**src/rtl/spal_pkg.sv**
```systemverilog
// Shared state encoding for the spin-speed controller.
package spal_pkg;

    // Codes 5-7 are unused; the controller recovers from them to OFF.
    typedef enum logic [2:0] {
        ST_OFF       = 3'd0,
        ST_IDLE      = 3'd1,
        ST_RAMP_UP   = 3'd2,
        ST_RUN       = 3'd3,
        ST_RAMP_DOWN = 3'd4
    } spal_state_e;

endpackage

```
**src/rtl/spal_if.sv**
```systemverilog
// Control inputs and status outputs of the spin-speed controller.
interface spal_if #(
    parameter int NUM_SPEEDS = 4
);
    localparam int SPD_W = $clog2(NUM_SPEEDS + 1);

    logic             on_off;
    logic             door_closed;
    logic [SPD_W-1:0] speed_req;
    logic [2:0]       state;
    logic [SPD_W-1:0] speed_level;
    logic             led_on;
    logic             led_speed;
    logic             door_lock;
    logic             busy;

    // Panel / host side: drives requests, observes status.
    modport master (
        output on_off, door_closed, speed_req,
        input  state, speed_level, led_on, led_speed, door_lock, busy
    );

    // Controller side.
    modport slave (
        input  on_off, door_closed, speed_req,
        output state, speed_level, led_on, led_speed, door_lock, busy
    );
endinterface

```
**src/rtl/spal_ramp_tmr.sv**
```systemverilog
// Ramp pacing timer: counts 0..RAMP_CYCLES-1 while enabled, ticks on the
// last count and wraps so each level step restarts the interval.
module spal_ramp_tmr #(
    parameter int RAMP_CYCLES = 8
) (
    input  logic clk,
    input  logic rst,
    input  logic clr,
    input  logic en,
    output logic tick
);
    localparam int TW = (RAMP_CYCLES > 1) ? $clog2(RAMP_CYCLES) : 1;

    logic [TW-1:0] cnt;

    assign tick = en && (cnt == TW'(RAMP_CYCLES - 1));

    // Counter: clear on ramp entry, wrap on each step, hold when idle.
    always_ff @(posedge clk or negedge rst) begin
        if (!rst)              cnt <= '0;
        else if (clr || tick)  cnt <= '0;
        else if (en)           cnt <= cnt + 1'b1;
    end
endmodule

```
**src/rtl/spal_ctrl.sv**
```systemverilog
// Washing-machine spin-speed controller: power/door gating, clamped target,
// one-level-per-interval ramping and status decode from registered state.
module spal_ctrl
    import spal_pkg::*;
#(
    parameter int NUM_SPEEDS  = 4,
    parameter int RAMP_CYCLES = 8
) (
    input logic   clk,
    input logic   rst,
    spal_if.slave bus
);
    localparam int SPD_W = $clog2(NUM_SPEEDS + 1);
    localparam logic [SPD_W-1:0] MAX_LVL = SPD_W'(NUM_SPEEDS);

    spal_state_e      st, st_n;
    logic [SPD_W-1:0] lvl, lvl_n;
    logic [SPD_W-1:0] req_c, tgt;
    logic             ramping, tmr_clr, tick;

    // Target level: clamp the request, force 0 when off or door open.
    always_comb begin
        req_c = (bus.speed_req > MAX_LVL) ? MAX_LVL : bus.speed_req;
        tgt   = (bus.on_off && bus.door_closed) ? req_c : '0;
    end

    assign ramping = (st == ST_RAMP_UP) || (st == ST_RAMP_DOWN);
    // Any edge that does not keep us in the same ramp state restarts the
    // interval, which covers ramp entry and direction reversal.
    assign tmr_clr = !(ramping && (st_n == st));

    spal_ramp_tmr #(.RAMP_CYCLES(RAMP_CYCLES)) u_tmr (
        .clk  (clk),
        .rst  (rst),
        .clr  (tmr_clr),
        .en   (ramping),
        .tick (tick)
    );

    // State and level registers.
    always_ff @(posedge clk or negedge rst) begin
        if (!rst) begin
            st  <= ST_OFF;
            lvl <= '0;
        end else begin
            st  <= st_n;
            lvl <= lvl_n;
        end
    end

    // Next state / next level.
    always_comb begin
        st_n  = st;
        lvl_n = lvl;
        case (st)
            ST_OFF: begin
                lvl_n = '0;
                if (bus.on_off) st_n = ST_IDLE;
            end
            ST_IDLE: begin
                if (!bus.on_off)    st_n = ST_OFF;
                else if (tgt != '0) st_n = ST_RAMP_UP;
            end
            ST_RUN: begin
                if (tgt > lvl)      st_n = ST_RAMP_UP;
                else if (tgt < lvl) st_n = ST_RAMP_DOWN;
            end
            ST_RAMP_UP, ST_RAMP_DOWN: begin
                // Exit is checked before any step.
                if (lvl == tgt) begin
                    if (lvl != '0)       st_n = ST_RUN;
                    else if (bus.on_off) st_n = ST_IDLE;
                    else                 st_n = ST_OFF;
                end else if (tgt > lvl) begin
                    if (st == ST_RAMP_DOWN) st_n = ST_RAMP_UP;
                    else if (tick)          lvl_n = lvl + SPD_W'(1);
                end else begin
                    if (st == ST_RAMP_UP) st_n = ST_RAMP_DOWN;
                    else if (tick)        lvl_n = lvl - SPD_W'(1);
                end
            end
            default: begin
                st_n  = ST_OFF;
                lvl_n = '0;
            end
        endcase
    end

    // Status decode, registered state/level only.
    always_comb begin
        bus.state       = st;
        bus.speed_level = lvl;
        bus.led_on      = (st != ST_OFF);
        bus.led_speed   = (st == ST_RUN) && (lvl == MAX_LVL);
        bus.door_lock   = (lvl != '0);
        bus.busy        = ramping;
    end
endmodule

```
**src/flat_wrapper.sv**
```systemverilog
// flat-port wrapper written by rule: the top's interface ports become plain ports
module spal_ctrl_flat import spal_pkg::*;
#(
    parameter int NUM_SPEEDS  = 4,
    parameter int RAMP_CYCLES = 8
)
  (clk, rst, bus_on_off, bus_door_closed, bus_speed_req, bus_state, bus_speed_level, bus_led_on, bus_led_speed, bus_door_lock, bus_busy);
  spal_if #(.NUM_SPEEDS(NUM_SPEEDS)) bus_i ();
  input logic clk;
  input logic rst;
  input wire logic [$bits(bus_i.on_off)-1:0] bus_on_off;
  input wire logic [$bits(bus_i.door_closed)-1:0] bus_door_closed;
  input wire logic [$bits(bus_i.speed_req)-1:0] bus_speed_req;
  output wire logic [$bits(bus_i.state)-1:0] bus_state;
  output wire logic [$bits(bus_i.speed_level)-1:0] bus_speed_level;
  output wire logic [$bits(bus_i.led_on)-1:0] bus_led_on;
  output wire logic [$bits(bus_i.led_speed)-1:0] bus_led_speed;
  output wire logic [$bits(bus_i.door_lock)-1:0] bus_door_lock;
  output wire logic [$bits(bus_i.busy)-1:0] bus_busy;
  assign bus_i.on_off = bus_on_off;
  assign bus_i.door_closed = bus_door_closed;
  assign bus_i.speed_req = bus_speed_req;
  assign bus_state = bus_i.state;
  assign bus_speed_level = bus_i.speed_level;
  assign bus_led_on = bus_i.led_on;
  assign bus_led_speed = bus_i.led_speed;
  assign bus_door_lock = bus_i.door_lock;
  assign bus_busy = bus_i.busy;
  spal_ctrl #(.NUM_SPEEDS(NUM_SPEEDS), .RAMP_CYCLES(RAMP_CYCLES)) u_core (.clk(clk), .rst(rst), .bus(bus_i));
endmodule
```
**config.mk**
```make
export PLATFORM = sky130hd
export DESIGN_NAME = spal_ctrl_flat
export DESIGN_NICKNAME = d
export VERILOG_FILES = /design/src/rtl/spal_pkg.sv /design/src/rtl/spal_if.sv /design/src/rtl/spal_ramp_tmr.sv /design/src/rtl/spal_ctrl.sv /design/src/flat_wrapper.sv
export SDC_FILE = /design/constraint.sdc
export NUM_CORES = 1
export LEC_CHECK = 0
export ABC_AREA = 1
export BUFFER_PORTS_ARGS = -buffer_cell sky130_fd_sc_hd__buf_2
export CAP_MARGIN = 20
export CORE_MARGIN = 5
export CORE_UTILIZATION = 42
export CTS_CLUSTER_SIZE = 16
export DETAILED_ROUTE_END_ITERATION = 8
export RECOVER_POWER = 25
export SKIP_CTS_REPAIR_TIMING = 1
export SLEW_MARGIN = 10
export SYNTH_ARGS = -nofsm -noshare
export SYNTH_HDL_FRONTEND = slang
export SYNTH_SLANG_ARGS = --single-unit
```
**constraint.sdc**
```tcl
create_clock -name clk -period 5.7 [get_ports clk]
set_input_delay 0.285 -clock clk [delete_from_list [all_inputs] [get_ports clk]]
set_output_delay 0.285 -clock clk [all_outputs]
set_load 0.02 [all_outputs]
```
# Word-level counts from Yosys, hierarchy flattened
# Cells that the tools add are included.
dict set report word_totals {
  ff_bits 9
  latch_bits 0
  memories 0
  ram_bits 0
  rom_bits 0
  elab_cells 60
  in_bits 7
  output_inout_bits 10
}
dict set report op_classes {
  n_mux 23
  n_eq_ne 12
  div_mod_pow 0
  reduce_logical 15
  mul 0
  order_cmp 3
  add_sub_neg 3
  n_bitwise 1
  shift 0
}
# operator n
set ops {}
lappend ops {{$mux W3} 20}
lappend ops {{$pmux W3 S4} 1}
lappend ops {{$eq A3 B3 Y1 const B} 3}
lappend ops {{$reduce_bool A3 Y1} 3}
lappend ops {{$add A3 B1 Y3 const B} 2}
lappend ops {{$eq A3 B2 Y1 const B} 2}
lappend ops {{$eq A3 B3 Y1} 2}
lappend ops {{$pmux W3 S2} 1}
lappend ops {{$reduce_and A5 Y1} 1}
lappend ops {{$logic_and A1 B1 Y1} 4}
lappend ops {{$ne A2 B2 Y1 const B} 2}
lappend ops {{$reduce_or A2 Y1} 2}
lappend ops {{$eq A3 B1 Y1 const B} 1}
lappend ops {{$gt A3 B3 Y1} 1}
lappend ops {{$gt A3 B3 Y1 const B} 1}
lappend ops {{$logic_not A3 Y1} 1}
lappend ops {{$lt A3 B3 Y1} 1}
lappend ops {{$ne A3 B2 Y1 const B} 1}
lappend ops {{$ne A3 B3 Y1 const B} 1}
lappend ops {{$sub A3 B1 Y3 const B} 1}
lappend ops {{$logic_or A1 B1 Y1} 2}
lappend ops {{$reduce_bool A2 Y1} 1}
lappend ops {{$logic_not A1 Y1} 1}
lappend ops {{$mux W1} 1}
lappend ops {{$not A1 Y1} 1}

# Depth between registers and ports, before layout
# Gate-level depths: netlist (run 1).
dict set report logic_depth {
  depth_word 12
  mapped_depth 15
}

# Cells and area by module
# A second synthesis (run 1) with hierarchy kept.
dict set report hier_totals {
  cells_unflattened 117
  area_unflattened_um2 857.1
}
# mod area_each_um2 instances seq_area_each_um2 cells_each
set modules_own_cells {}
lappend modules_own_cells {spal_ctrl 691.9 1 150.1 96}
lappend modules_own_cells {spal_ramp_tmr 165.2 1 75.1 21}

# Worst setup path before layout (run 1)
# Ideal clock, no wire load.
dict set report synth_timing {
  path_kind {register to register}
  from {reg u_core.lvl[2], in the netlist u_core.bus.speed_level[2]}
  to {reg u_core.lvl[2], in the netlist u_core.bus.speed_level[2]}
  path_slack_ns 3.319
  arrival_time_ns 2.252
  synth_period_minus_slack_ns 2.381
  stages_incl_launch_ff 12
  setup_ns 0.130
  n_path_buf 0
  path_cell_list {dfrtp_1 inv_1 ha_1 a21oi_2 nand2_4 nand2_4 inv_1 fa_1 xnor2_1 xor2_1 a21oi_1 a21oi_1}
}
dict set report synth_between {
  elab_chain_len 6
}
# item line_no
set synth_lines {}
lappend synth_lines {{from (decl)} spal_ctrl.sv:17} ;# logic [SPD_W-1:0] lvl, lvl_n;
lappend synth_lines {{from (signal assigned)} spal_ctrl.sv:47} ;# lvl <= lvl_n;
lappend synth_lines {{$sub A3 B1 Y3 or $add A3 B1 Y3 (tied branches)} {spal_ctrl.sv:79, spal_ctrl.sv:76}}
lappend synth_lines {{$mux W3, on equally long branches} {spal_ctrl.sv:79, spal_ctrl.sv:76}}
lappend synth_lines {{$mux W3, on equally long branches} {spal_ctrl.sv:78, spal_ctrl.sv:75}}
lappend synth_lines {{$mux W3} spal_ctrl.sv:74} ;# end else if (tgt > lvl) begin
lappend synth_lines {{$mux W3} spal_ctrl.sv:70} ;# if (lvl == tgt) begin
lappend synth_lines {{$pmux W3 S2} spal_ctrl.sv:55} ;# case (st)
# Several ways; a longest one is shown, not always the timed one. The select of a mux whose other input is x is not followed.
# A chain may end at the register's enable or synchronous reset.

# Worst setup path in the final report (run 1)
# Same ends and word-level chain as after synthesis.

==> results.md, run 1 <==
- Hold slack: 296 ps
- Aggregate negative setup slack: 0 ps
- Total die area: 0.00302 sq mm
- Number of clock sinks: 9
- Crit path capture: u_core.bus.speed_level[2]
- Total clock buffers created by CTS: 3
- Seq cells post-synth: 9
- Type of destination of the critical path: flop
- Normalized max-slew margin: 68.4%
- Startpoint-to-endpoint class of the critical path: reg2reg
- Worst setup slack for register-to-register paths: 3350 ps
- Synth warn: 0
- Max clock buf depth: 2
- Total overflow reported by the global router: 0
- Net count reported at finish: 139
- Outcome: completed
- Maximum number of pins on one net before global-route repair: 10
- Maximum net fanout on the critical path: 5
- Worst reg2reg endpoint: u_core.bus.speed_level[2]
- Number of maximum-capacitance violations: 0
- H-tree levels: 1
- Synthesized area: 848 sq um
- Detailed-route wire length per cell: 11.1 microns
- Final setup viols: 0
- Fraction of layout instances using a drive strength above 1: 41.6%
- Clk_skew: 0.953 ps
- Number of cells on the worst reg-to-reg path: 11
- Number of antenna violations at the first check in global routing: 0
- IO Port Bufs: 16
- GRT Total Usage: 13.7%
- Synth Instances: 104
- Root buffer cell: clkbuf_4
- Leak pwr: 0.507 nW
- Clock Latency Late Sink: 250 ps
- Number of DRC markers after the initial detailed-route iteration: 10
- Required time of the critical path: 5830 ps
- Core region area: 0.00194 sq mm
- Launch instance of the worst register-to-register path: u_core.bus.speed_level[2]
- Last weighted congestion value of the routability-driven placer: 0.911
- CTS tree: built
- Largest voltage drop on the vdd net: 0.310 mV
- Highest clock frequency the design can meet: 0.425 GHz
- Kind of start point of the critical path: flop
- Post-route DRC: 0
- Syn nets: 117
- Number of library cell types mapped by synthesis: 29
- Number of standard-cell rows in the floorplan: 16
- Dpl hpwl: 1450 microns
- Area Overhead vs Synth: 17.6%
- Share of the yosys chip area belonging to registers: 26.5%
- Kind of path behind the tightest hold check: in2reg
- Part of the cycle the worst path needs: 41.3%
- Die width: 54.9 microns
- Total iterations of the first detailed-routing run: 4
- Starting Density: 43.7%
- WP data arrival: 2480 ps
- CTS clock-pin slew for the worst setup and hold paths: 60 ps
- Final hold violation count: 0
- Setup repair after global routing missed its margin: false
- Mean instance size in the synthesized netlist: 8.16 sq um
- Routed wire length: 1680 microns
- First-pass GRT wire length: 3000 microns
- Number of global-route vias before repair: 715
- Routed vias: 746
- Power density of the placed cells: 579 mW/mm^2
- Shortest period the worst path allows: 2350 ps
- Worst Tran Pin Value: 474 ps
- IO Count: 17
- Post-route core utilization: 51.4%
- Final Power: 577 uW
- ANT nets after route: 0
- Vertical die dimension: 54.9 microns
- Startpoint of the most critical setup path: u_core.bus.speed_level[2]
- Final count of pins violating max slew: 0
- Count of antenna diodes in the layout: 0
- Via-per-instance ratio: 4.91
cell families after synthesis:
group	Yosys count	share of synthesized area, %
adder cells (fa/ha/maj)	6	9.73
XOR/XNOR	2	2.07
AND/OR/NAND/NOR	54	42.0
AO/OA/AOI/OAI	14	11.1
flip-flops	9	26.5
buffers and inverters	19	8.55
cells in the mapped netlist:
cell type	n	area [sq um]
nor3_4	1	16.3
nand3b_1	1	7.51
nor2_4	1	11.3
nand2_4	4	45.0
nor2_2	2	12.5
o211ai_2	1	12.5
nand3_2	4	40.0
xnor2_1	1	8.76
o21ai_0	3	15.0
nand4_1	1	6.26
xor2_1	1	8.76
inv_2	3	11.3
dfrtp_1	9	225
inv_1	14	52.6
clkinv_2	1	5.00
nor2_1	4	15.0
nor4_1	1	6.26
ha_1	5	62.6
nor3_2	3	30.0
fa_1	1	20.0
o31ai_1	1	7.51
clkinv_1	1	3.75
a21oi_1	6	30.0
nand2_2	10	62.6
nand2_1	15	56.3
a21boi_2	1	11.3
nand3_4	1	17.5
a21oi_2	2	17.5
nand3_1	6	30.0
worst min path at each step:
stage,from,to,cells past startpoint
after detailed placement,rst,u_core.bus.speed_level[0],1
after CTS,rst,u_core.u_tmr.cnt[1],1
after floorplan,rst,u_core.bus.speed_level[0],0
final,bus_on_off,u_core.bus.state[0],3
after global routing,bus_on_off,u_core.bus.state[0],3
after global placement,rst,u_core.bus.speed_level[0],1
cell type report:
type                    instances  area [sq um]
fillers                       202           945
repair buffers                 17          88.8
inverters                      19          72.6
clock buffers                   4          26.3
flip-flops and latches          9           225
well taps                      27          33.8
multi-input cells              76           551
sequential cells by signal (all words and copies together), names as in the netlist:
name and cells:
u_core.bus.speed_level 3, u_core.bus.state 3, u_core.u_tmr.cnt 3
worst max-delay path, cell delays in order, from the launching register on:
cell and delay [ps]:
dfrtp_1 430, inv_1 110, ha_1 380, a21oi_2 190
nand2_4 100, nand2_4 100, inv_1 60, fa_1 370
xnor2_1 150, xor2_1 160, a21oi_1 140, a21oi_1 50
where the power goes:
part	switching (mW)	leakage, nW	total, mW	internal [mW]
registers	0.0302	0.120	0.116	0.0858
clock network	0.0199	0.0150	0.0468	0.0268
logic	0.270	0.373	0.415	0.145
total	0.320	0.507	0.577	0.258
cell usage in the layout, fill, tap and decap left out, types with 2 or more instances in the layout:
cell / n
nand2_4: 4
inv_1: 14
nor3_2: 3
buf_2: 15
ha_1: 5
o21ai_0: 3
clkbuf_1: 2
nand3_2: 4
dfrtp_1: 9
nand2_2: 10
nand2_1: 15
a21oi_1: 6
nand3_1: 6
nor2_2: 2
clkbuf_4: 3
a21oi_2: 2
inv_2: 3
nor2_1: 4
routing by layer:
layer | vias to the layer above | share of wire [%] | GRT usage (%)
li1 | 384 | - | -
met1 | 351 | 46 | 17.1
met2 | 9 | 50 | 24.0
met3 | 2 | 3.2 | 1.61
met4 | 0 | 0.71 | 4.86
met5 | - | 0 | 0
stage by stage:
step | setup WS (ps) | std cells | area (sq um)
floorplan | 3320 | 104 | 848
global placement | 3370 | 147 | 962
detailed placement | 3340 | 147 | 962
CTS | 3330 | 151 | 988
global route | 3140 | 152 | 997
finish | 3350 | 152 | 997
(Power assumes the default switching activity.)
==> inputs of run 2 (changes only) <==
- clock period: 5.7 -> 2.4 ns (I/O delays scaled with it)
==> run 2 against run 1 <==
Against the previous run: wire length rose by 9.7%; register-to-register slack got worse by 3200 ps; clock skew grew 3.3 ps; sequential share of layout area down 0.50 points; cell count rose by 2.0%; critical path depth unchanged; die area stayed put; worst setup slack got worse by 3200 ps; worst hold slack worse by 180 ps; cell area increased by 2.3%; fmax rose by 6.3%; sequential cell count is the same.
==> results.md, run 2 (synthesis gave the netlist of run 1 again) <==
- Outcome: completed
- Final hold violation count: 0
- Startpoint-to-endpoint class of the critical path: reg2reg
- Aggregate negative setup slack: 0 ps
- H-tree levels: 1
- Core region area: 0.00194 sq mm
- Maximum number of pins on one net before global-route repair: 10
- CTS clock-pin slew for the worst setup and hold paths: 60 ps
- Crit path capture: u_core.bus.speed_level[2]
- Count of cells along the worst hold path: 3
- Required time of the critical path: 2540 ps
- Kind of path behind the tightest hold check: in2reg
- Max clock buf depth: 2
- Kind of start point of the critical path: flop
- IO Port Bufs: 16
- Total clock buffers created by CTS: 3
- First-pass GRT wire length: 3220 microns
- Area Overhead vs Synth: 20.2%
- Total iterations of the first detailed-routing run: 4
- Number of standard-cell rows in the floorplan: 16
- Layer with the highest usage: met2
- Routed vias: 747
- Detailed-route wire length per cell: 11.9 microns
- Net count reported at finish: 142
- CTS tree: built
- GR met3 Demand/Resource: 2.14%
- Last weighted congestion value of the routability-driven placer: 0.839
- Shortest period the worst path allows: 2210 ps
- Clock Latency Late Sink: 260 ps
- Number of antenna violations at the first check in global routing: 0
- Final Power: 1.42 mW
- Largest voltage drop on the vdd net: 0.758 mV
- Highest clock frequency the design can meet: 0.452 GHz
- Worst setup slack for register-to-register paths: 190 ps
- Type of destination of the critical path: flop
- Met1 usage in global routing: 19.6%
- Power density of the placed cells: 1400 mW/mm^2
- Post-route DRC: 0
- Starting Density: 43.7%
- Maximum net fanout on the critical path: 5
- Number of cells on the worst reg-to-reg path: 11
- Count of antenna diodes in the layout: 0
- Worst Tran Pin Value: 501 ps
- Startpoint of the most critical setup path: u_core.bus.speed_level[2]
- Launch instance of the worst register-to-register path: u_core.bus.speed_level[2]
- Routed wire length: 1850 microns
- Grt met2 use: 24.0%
- Dpl hpwl: 1530 microns
- Fraction of layout instances using a drive strength above 1: 43.0%
- WP data arrival: 2350 ps
- FILL cells: 194
- Part of the cycle the worst path needs: 92.2%
- GRT Total Usage: 15.3%
- Number of DRC markers after the initial detailed-route iteration: 8
- Number of clock sinks: 9
- Clk_skew: 4.21 ps
- Die width: 54.9 microns
- Total overflow reported by the global router: 0
- Number of global-route vias before repair: 732
- Leak pwr: 0.523 nW
- Root buffer cell: clkbuf_4
- Final setup viols: 0
- Total die area: 0.00302 sq mm
- Via-per-instance ratio: 4.82
- Most frequent cells in the layout: nand2_1 (15), buf_2 (15), inv_1 (14), nand2_2 (10), dfrtp_1 (9)
- Worst reg2reg endpoint: u_core.bus.speed_level[2]
- Normalized max-slew margin: 66.6%
- IO Count: 17
- Vertical die dimension: 54.9 microns
- Final count of pins violating max slew: 0
- ANT nets after route: 0
- Number of maximum-capacitance violations: 0
- Setup repair after global routing missed its margin: false
- Hold slack: 118 ps
## run 2: cell count changes in the layout (fill, tap and decap cells not counted), sizes merged
cell	delta
buf	+3
## run 2: how the worst min path moves through the flow
| stage | endpoint | start |
|---|---|---|
| final | u_core.bus.state[0] | bus_on_off |
| after global placement | u_core.bus.speed_level[0] | rst |
| after CTS | u_core.u_tmr.cnt[2] | rst |
| after global routing | u_core.bus.state[0] | bus_on_off |
| after floorplan | u_core.bus.speed_level[0] | rst |
| after detailed placement | u_core.bus.speed_level[0] | rst |
## run 2: report_power, final
part | leakage [nW] | total [mW] | internal, mW | switching (mW)
registers | 0.120 | 0.251 | 0.204 | 0.0474
clock network | 0.0150 | 0.119 | 0.0642 | 0.0551
logic | 0.388 | 1.05 | 0.370 | 0.684
## run 2: routing by layer
metal  wire length (microns)  part of all wire, %  vias to the layer above
li1                        -                    -                      385
met1                     830                   45                      335
met2                     878                   48                       20
met3                      84                  4.6                        7
met4                      52                  2.8                        0
met5                       0                    0                        -
## run 2: critical path: stages, from the launching register on
cell	delay (ps)
dfrtp_1	340
inv_1	70
ha_1	370
a21oi_2	190
nand2_4	100
nand2_4	100
inv_1	60
fa_1	370
xnor2_1	140
xor2_1	160
a21oi_1	140
a21oi_1	50
## run 2: final cells by class
| type | instances | area, sq um | share of cell area, % |
|---|---|---|---|
| repair buffers | 20 | 111 | 10.9 |
| multi-input cells | 76 | 551 | 54.0 |
| well taps | 27 | 33.8 | 3.31 |
| flip-flops and latches | 9 | 225 | 22.1 |
| clock buffers | 4 | 26.3 | 2.58 |
| inverters | 19 | 72.6 | 7.12 |
## run 2: through the flow
step	instances	area [sq um]	utilization (%)	setup WS, ps
floorplan	104	848	-	18.7
global placement	150	985	50.7	240
detailed placement	150	985	50.7	180
CTS	154	1010	52.1	178
global route	155	1020	52.5	35.3
finish	155	1020	52.5	187
